===== config.mk =====
export PLATFORM = sky130hd
export DESIGN_NAME = instr_prefetch_buf0
export DESIGN_NICKNAME = d
export VERILOG_FILES = /design/src/rtl/instr_prefetch_buf0.sv
export SDC_FILE = /design/constraint.sdc
export NUM_CORES = 1
export LEC_CHECK = 0
export CAP_MARGIN = 25
export CELL_PAD_IN_SITES_DETAIL_PLACEMENT = 0
export CELL_PAD_IN_SITES_GLOBAL_PLACEMENT = 2
export CORE_ASPECT_RATIO = 0.75
export CORE_MARGIN = 2
export CORE_UTILIZATION = 30
export CTS_BUF_LIST = sky130_fd_sc_hd__clkbuf_4 sky130_fd_sc_hd__clkbuf_8
export DETAILED_ROUTE_END_ITERATION = 7
export PLACE_DENSITY = 0.64
export RECOVER_POWER = 50
export SETUP_SLACK_MARGIN = 0.4
export SLEW_MARGIN = 30
export SYNTH_ARGS = -nofsm -noshare
export SYNTH_HDL_FRONTEND = slang
export SYNTH_SLANG_ARGS = --single-unit

===== constraint.sdc =====
create_clock -name clk -period 4.7 [get_ports clk]
set_input_delay 0.47 -clock clk [delete_from_list [all_inputs] [get_ports clk]]
set_output_delay 0.47 -clock clk [all_outputs]
set_load 0.05 [all_outputs]

===== src/rtl/instr_prefetch_buf0.sv =====
// instr_prefetch_buf0
//   Sequential instruction prefetcher in front of the core0 instruction RAM / boot-ROM wrapper.
//   Issues single-word reads (1-cycle read latency), buffers the returned words with their
//   addresses in a small FIFO and hands the FIFO head to the fetch stage over valid/ready.
//   A branch flushes the FIFO, drops the response in flight and restarts fetching at the
//   target in the same cycle.
//
// Ports
//   clk            clock, rising edge
//   rst            synchronous active-high reset
//   fetch_en_i     prefetching allowed
//   branch_i       redirect pulse; branch_addr_i is the target (bits [1:0] ignored)
//   instr_valid_o  FIFO head valid; instr_rdata_o / instr_addr_o carry the head word/address
//   instr_ready_i  core accepts the head when valid & ready
//   ram_en_o       RAM read strobe; ram_addr_o word-aligned byte address
//   ram_rdata_i    read data, valid one cycle after ram_en_o
module instr_prefetch_buf0 #(
  parameter int unsigned            ADDR_WIDTH = 16,
  parameter int unsigned            DATA_WIDTH = 32,
  parameter int unsigned            FIFO_DEPTH = 4,
  parameter logic [ADDR_WIDTH-1:0]  BOOT_ADDR  = 16'h8000
) (
  input  logic                  clk,
  input  logic                  rst,
  input  logic                  fetch_en_i,
  input  logic                  branch_i,
  input  logic [ADDR_WIDTH-1:0] branch_addr_i,
  output logic                  instr_valid_o,
  output logic [DATA_WIDTH-1:0] instr_rdata_o,
  output logic [ADDR_WIDTH-1:0] instr_addr_o,
  input  logic                  instr_ready_i,
  output logic                  ram_en_o,
  output logic [ADDR_WIDTH-1:0] ram_addr_o,
  input  logic [DATA_WIDTH-1:0] ram_rdata_i
);

  localparam int unsigned PtrW = $clog2(FIFO_DEPTH);
  localparam int unsigned CntW = PtrW + 1;
  localparam logic [CntW-1:0] DepthCnt = CntW'(FIFO_DEPTH);
  localparam logic [CntW:0]   DepthOcc = (CntW + 1)'(FIFO_DEPTH);

  logic [ADDR_WIDTH-1:0] fetch_addr_q, fetch_addr_d;
  logic                  inflight_q;
  logic [ADDR_WIDTH-1:0] inflight_addr_q;

  logic [ADDR_WIDTH-1:0] fifo_addr_q [FIFO_DEPTH];
  logic [DATA_WIDTH-1:0] fifo_data_q [FIFO_DEPTH];
  logic [PtrW-1:0]       wr_ptr_q, rd_ptr_q;
  logic [CntW-1:0]       count_q, count_d;

  logic                  pop_req, pop, push;
  logic [CntW:0]         occ;
  logic [ADDR_WIDTH-1:0] branch_target;

  logic unused_branch_lsbs;
  assign unused_branch_lsbs = ^branch_addr_i[1:0];

  assign branch_target = {branch_addr_i[ADDR_WIDTH-1:2], 2'b00};

  // Head comes straight from registers, so a push shows up as valid one cycle later.
  assign instr_valid_o = (count_q != '0);
  assign instr_rdata_o = fifo_data_q[rd_ptr_q];
  assign instr_addr_o  = fifo_addr_q[rd_ptr_q];

  assign pop_req = instr_valid_o & instr_ready_i;
  // A branch flushes the FIFO: same-cycle pop and the previous cycle's response are dropped.
  assign pop     = pop_req & ~branch_i;
  assign push    = inflight_q & ~branch_i;

  // Words already buffered plus the one returning next cycle, less the one leaving now.
  assign occ = {1'b0, count_q} + {{CntW{1'b0}}, inflight_q} - {{CntW{1'b0}}, pop_req};

  always_comb begin
    ram_addr_o = fetch_addr_q;
    ram_en_o   = fetch_en_i && (occ < DepthOcc);
    if (branch_i) begin
      ram_addr_o = branch_target;
      ram_en_o   = fetch_en_i;
    end
    if (rst) begin
      ram_en_o = 1'b0;
    end
  end

  always_comb begin
    fetch_addr_d = fetch_addr_q;
    if (ram_en_o) begin
      fetch_addr_d = ram_addr_o + ADDR_WIDTH'(4);  // wraps modulo 2^ADDR_WIDTH
    end else if (branch_i) begin
      fetch_addr_d = branch_target;
    end
  end

  always_comb begin
    count_d = count_q;
    if (branch_i) begin
      count_d = '0;
    end else begin
      count_d = count_q + {{(CntW - 1){1'b0}}, push} - {{(CntW - 1){1'b0}}, pop};
    end
  end

  always_ff @(posedge clk) begin
    if (rst) begin
      fetch_addr_q    <= BOOT_ADDR;
      inflight_q      <= 1'b0;
      inflight_addr_q <= '0;
      wr_ptr_q        <= '0;
      rd_ptr_q        <= '0;
      count_q         <= '0;
    end else begin
      fetch_addr_q    <= fetch_addr_d;
      inflight_q      <= ram_en_o;
      inflight_addr_q <= ram_addr_o;
      count_q         <= count_d;
      if (branch_i) begin
        wr_ptr_q <= '0;
        rd_ptr_q <= '0;
      end else begin
        if (push) wr_ptr_q <= wr_ptr_q + PtrW'(1);
        if (pop)  rd_ptr_q <= rd_ptr_q + PtrW'(1);
      end
    end
  end

  // Storage needs no reset: entries are only observed while counted as valid.
  always_ff @(posedge clk) begin
    if (!rst && push) begin
      fifo_addr_q[wr_ptr_q] <= inflight_addr_q;
      fifo_data_q[wr_ptr_q] <= ram_rdata_i;
    end
  end

  // The issue rule reserves a slot for every read, so a push never meets a full FIFO.
  always_ff @(posedge clk) begin
    if (!rst && push) begin
      assert (count_q != DepthCnt);
    end
  end

endmodule


After elaboration in Yosys (flattened, before gate mapping):

Memories as Yosys holds them, arrays and structs flattened. A register that Yosys moved wholly into a read port is not among the register bits.
Index checks and enable logic that the tools add are counted.
Widths: inputs -> output; s select.

* flip-flop bits (word level): 40
* bits in latches: 0
* bits in writable memories: 192
* ROM bits: 0
* input bits: 53
* output and inout port bits: 66
* logic and storage cells: 35
* memories: 2

* add/subtract/negate cells: 7
* multipliers: 0
* div/mod/pow operators: 0
* magnitude comparators: 1
* eq/ne operators: 0
* shift operators: 0
* mux-type cells: 10
* bitwise operators: 4
* reductions and logical operators: 5

Memory list
* fifo_data_q: words 4, bits a word 32, rd ports 1, clocked after memory_dff 1, write ports 1, RTL line 47 `logic [DATA_WIDTH-1:0] fifo_data_q [FIFO_DEPTH];`
* fifo_addr_q: words 4, bits a word 16, rd ports 1, clocked after memory_dff 1, write ports 1, RTL line 46 `logic [ADDR_WIDTH-1:0] fifo_addr_q [FIFO_DEPTH];`

Operator list (count)
* $mux 16: 2
* $add 16x3->16 const B: 1
* $mux 2: 4
* $add 2x1->2 const B: 2
* $add 3x1->4: 1
* $lt 4x3->1 const B: 1
* $mux 1: 4
* $sub 4x1->4: 1
* $add 3x1->3: 1
* $and 1x1->1: 3
* $reduce_bool 3->1: 1
* $sub 3x1->3: 1
* $logic_and 1x1->1: 2
* $reduce_or 2->1: 1
* $logic_not 1->1: 1
* $not 1->1: 1

Depth between registers and ports, before layout:

* depth after elaboration: 8
* depth in mapped cells: 11

Worst setup path before layout:

No wires, ideal clock.

* kind: reg-to-output
* start point: register count_q[1]
* end point: output ram_en_o
* arrival time: 2.116 ns
* path slack: 2.114 ns
* cell stages (with the launch flop): 10
* cells stage by stage: dfxtp_1 > o31a_1 > ha_1 > inv_1 > ha_1 > and3b_4 > o211a_4 > o31ai_4 > buf_6 > inv_1

* longest elaborated chain between the ends: 7
* elaborated cells between the ends (all ways): 8
* classes of those cells: 2 x add/sub; 1 x order compare; 2 x mux; 1 x bitwise; 2 x reduce/logical

Ends and longest elaborated chain
* start, declared: RTL line 49 `logic [CntW-1:0] count_q, count_d;`
* start signal, assigned: RTL line 115 `count_q <= count_d;`
* parallel branches: the longest is 2 deep, another holds $add 3x1->4
* $sub 4x1->4 (*): RTL line 71 `assign occ = {1'b0, count_q} + {{CntW{1'b0}}, inflight_q} - {{CntW{1'b0}}, pop_req};`
* $lt 4x3->1 (*): RTL line 75 `ram_en_o = fetch_en_i && (occ < DepthOcc);`
* $logic_and 1x1->1 (*): RTL line 75
* $mux 1 (*): RTL line 76 `if (branch_i) begin`
* $mux 1 (*): RTL line 80 `if (rst) begin`
* end, declared: RTL line 32 `output logic ram_en_o,`

Mark *: on every way between the ends.

Final worst setup path:

Ends and elaborated chain as after synthesis.

==> flow_summary_export.csv <==
group,metric,value,unit
outcome,outcome,"finished, final reports clean",
timing,finalHoldViolCount,0,
timing,worst_clock_skew,17.1,ps
place,dp_hpwl,11.7,mm
worst_hold_path,whs_path_depth,0,
route,vias_per_cell,4.45,
place,gp_congestion,0.753,
timing,min_period,4050,ps
place,port_buffers,116,
finish,final_util,39.0,%
finish,instances_no_fill,1025,
critical_path,crit-reg2reg-capture,"fetch_addr_q[11]",
route,routed_wirelength,18.6,mm
global_routing,antenna_found_initial,0,
synthesis,syn-num-nets,521,
finish,most-common-layout-cells,"edfxtp_1 (192), clkdlybuf4s50_1 (82), mux4_2 (48), clkbuf_8 (40), dfxtp_1 (38)",
synthesis,synth_cell_type_count,47,
critical_path,crit_path_start,"count_q[1]",
timing,fin_setup_tns,0,ps
die,die_h,153,µm
critical_path,path_class,"flip-flop to output pin",
synthesis,async_flop_share,0,%
route,num_vias,4562,
cts,cts_tree,"built",
pwr,seqPwrFrac,51.4,%
critical_path,ff2ff_setup_slack,1770,ps
cts,clkLatencyLatePin,530,ps
critical_path,crit_arrival,3580,ps
timing,fin_crit_sh,86.2,%
timing,drv_slew,0,
global_routing,grt_pass1_vias,5077,
pwr,pwr-share-clk,42.8,%
cts,cts_setup_buffers,0,
cts,clock_path_buffers,3,
global_routing,grt_pass1_wl,29.0,mm
route,wl_per_cell,18.2,µm
critical_path,ff2ff_path_depth,10,
critical_path,r2r_start,"count_q[1]",
synthesis,ys_seq_area_share,73.9,%
cts,htree_levels,2,
critical_path,crit_path_max_fanout,5,
cts,cts_hold_buf,0,
die,start_util,30.5,%
pwr,net-switching-power,0.960,mW
synthesis,synth.cell_area,0.00888,mm²
synthesis,synth_edf_count,192,
cts,cts_made_buffers,39,
critical_path,cp.required,4230,ps
synthesis,synth_flop_cell,"edfxtp_1",
die,fp.dieW,203,µm
timing,worst_pin_slew,1060,ps
run,cap_violations,0,
pwr,ir_drop,0.154,mV
critical_path,end_kind,"output pin",
synthesis,yosysWarnings,0,
finish,final_common_cell,"edfxtp_1",
worst_hold_path,min_to,"fifo_addr_q[3][3]",
die,boundaryPins,119,
finish,drive_above_1_share,21.6,%
die,dieArea,0.0310,mm²
finish,antenna-diode-count,0,
die,rows,54,
cts,clock-sinks,232,
timing,finalSetupViolations,0,
route,drtIter0Drc,309,
die,coreArea,0.0291,mm²
cts,root_buffer,"clkbuf_8",
synthesis,synth_cells,457,
timing,fmax,0.247,GHz
route,ant_nets,0,
global_routing,grt_max_degree,32,
synthesis,ys_ff_latch,232,
pwr,internal_power,3.46,mW
worst_hold_path,hold_path.class,"flip-flop to flip-flop",
timing,rsz0062_at_grt,"no",
global_routing,grtUsageTotal,12.2,%
pwr,finalPower,4.42,mW
pwr,power_per_cell_area,389,mW/mm²
worst_hold_path,min-delay-start,"inflight_addr_q[3]",
synthesis,synth.avg_cell_area,19.4,µm²
finish,final_nets,668,
cts,path_clk_slew,60,ps
pwr,cellLeakagePower,3.80,nW
route,drtPass1Iterations,4,
place,placed_cells,952,
route,drc,0,
pwr,swShare,21.7,%
cts,cts_resized,0,
critical_path,start_kind,"flip-flop",
pwr,pwr-share-comb,5.9,%
global_routing,grt_remaining_overflow,0,
finish,syn_to_final_growth,27.8,%
timing,slew_headroom,29.4,%
-- cells in the mapped netlist (all sizes together), types with 2 or more instances --
| cell type | count | share of area, % |
|---|---|---|
| nor2 | 31 | 1.3 |
| clkbuf | 8 | 0.34 |
| xor2 | 2 | 0.20 |
| buf | 13 | 1.0 |
| nor3 | 6 | 0.51 |
| nand2 | 10 | 0.45 |
| o21ai | 4 | 0.23 |
| nor2b | 6 | 0.42 |
| xnor2 | 4 | 0.39 |
| nand3 | 5 | 0.42 |
| dfxtp | 40 | 9.0 |
| ha | 10 | 1.4 |
| and2 | 3 | 0.21 |
| mux2 | 10 | 1.4 |
| nand3b | 2 | 0.17 |
| mux2i | 13 | 1.5 |
| mux4 | 48 | 12 |
| and3 | 4 | 0.34 |
| edfxtp | 192 | 65 |
| inv | 23 | 0.97 |
| nor4 | 5 | 0.59 |
| a31oi | 2 | 0.14 |
| o31ai | 3 | 0.41 |
-- flip-flops by register name, summed over array words and instances (netlist names), named ones only --
signal	count
fetch_addr_q	16
inflight_q	1
fifo_addr_q	64
count_q	3
wr_ptr_q	2
inflight_addr_q	14
rd_ptr_q	2
fifo_data_q	128
-- worst max-delay path: stages, from the launching register on --
cell and delay, ps:
dfxtp_1 360, o31a_1 310, ha_1 180, inv_1 60
ha_1 220, and3b_4 190, o211a_4 220, o31ai_1 590
inv_1 180, clkdlybuf4s50_1 750
-- metrics by stage --
stage	setup WS (ps)	hold slack, ps	instance area, µm²
after CTS	544	462	11400
final	649	478	11300
after floorplan	2110	438	8880
after global routing	452	503	11300
after global placement	665	453	10500
after detailed placement	609	462	10500
-- layout make-up --
type | count | area [µm²]
clock buffer | 51 | 633
inverter | 23 | 86.3
tap | 392 | 490
multi-input combinational | 181 | 2070
fill | 2650 | 17800
sequential | 232 | 6570
clock inverter | 19 | 191
timing repair buffer | 127 | 1300
-- power groups by stage --
stage	sequential (mW)	combinational, mW	clock [mW]
after floorplan	2.30	0.149	0
after global placement	2.31	0.262	0
after detailed placement	2.31	0.266	0
after CTS	2.27	0.268	1.95
after global routing	2.27	0.278	2.04
final	2.27	0.259	1.89
-- routing by layer --
metal	wire length [µm]	global-route usage, %	vias to the layer above	part of all wire, %
met5	0	0	-	0
met1	8720	16.6	2304	47
met2	8340	18.8	137	45
met4	357	3.89	0	1.9
met3	1190	3.60	36	6.4
li1	-	-	2085	-
-- worst max path at each step --
stage | end | slack, ps | cells past startpoint
3_3_place_gp | ram_en_o | 670 | 10
3_5_place_dp | ram_en_o | 610 | 10
2_1_floorplan | ram_en_o | 2110 | 9
4_1_cts | ram_en_o | 540 | 9
5_1_grt | ram_en_o | 450 | 9
6_report | ram_en_o | 650 | 9
-- cell families (layout without fill, tap and decap cells) --
family	Yosys count	count (layout)	share of synthesized area, %
muxes	71	71	15.1
and+or+nand+nor	78	78	4.95
AOI/OAI and AO/OA	15	15	1.48
buffers and inverters	44	220	2.32
DFF	232	232	73.9
adders and majority gates	11	11	1.63
xor gates and xnor gates	6	6	0.592
Note: power is estimated with default switching activity, not from simulation.
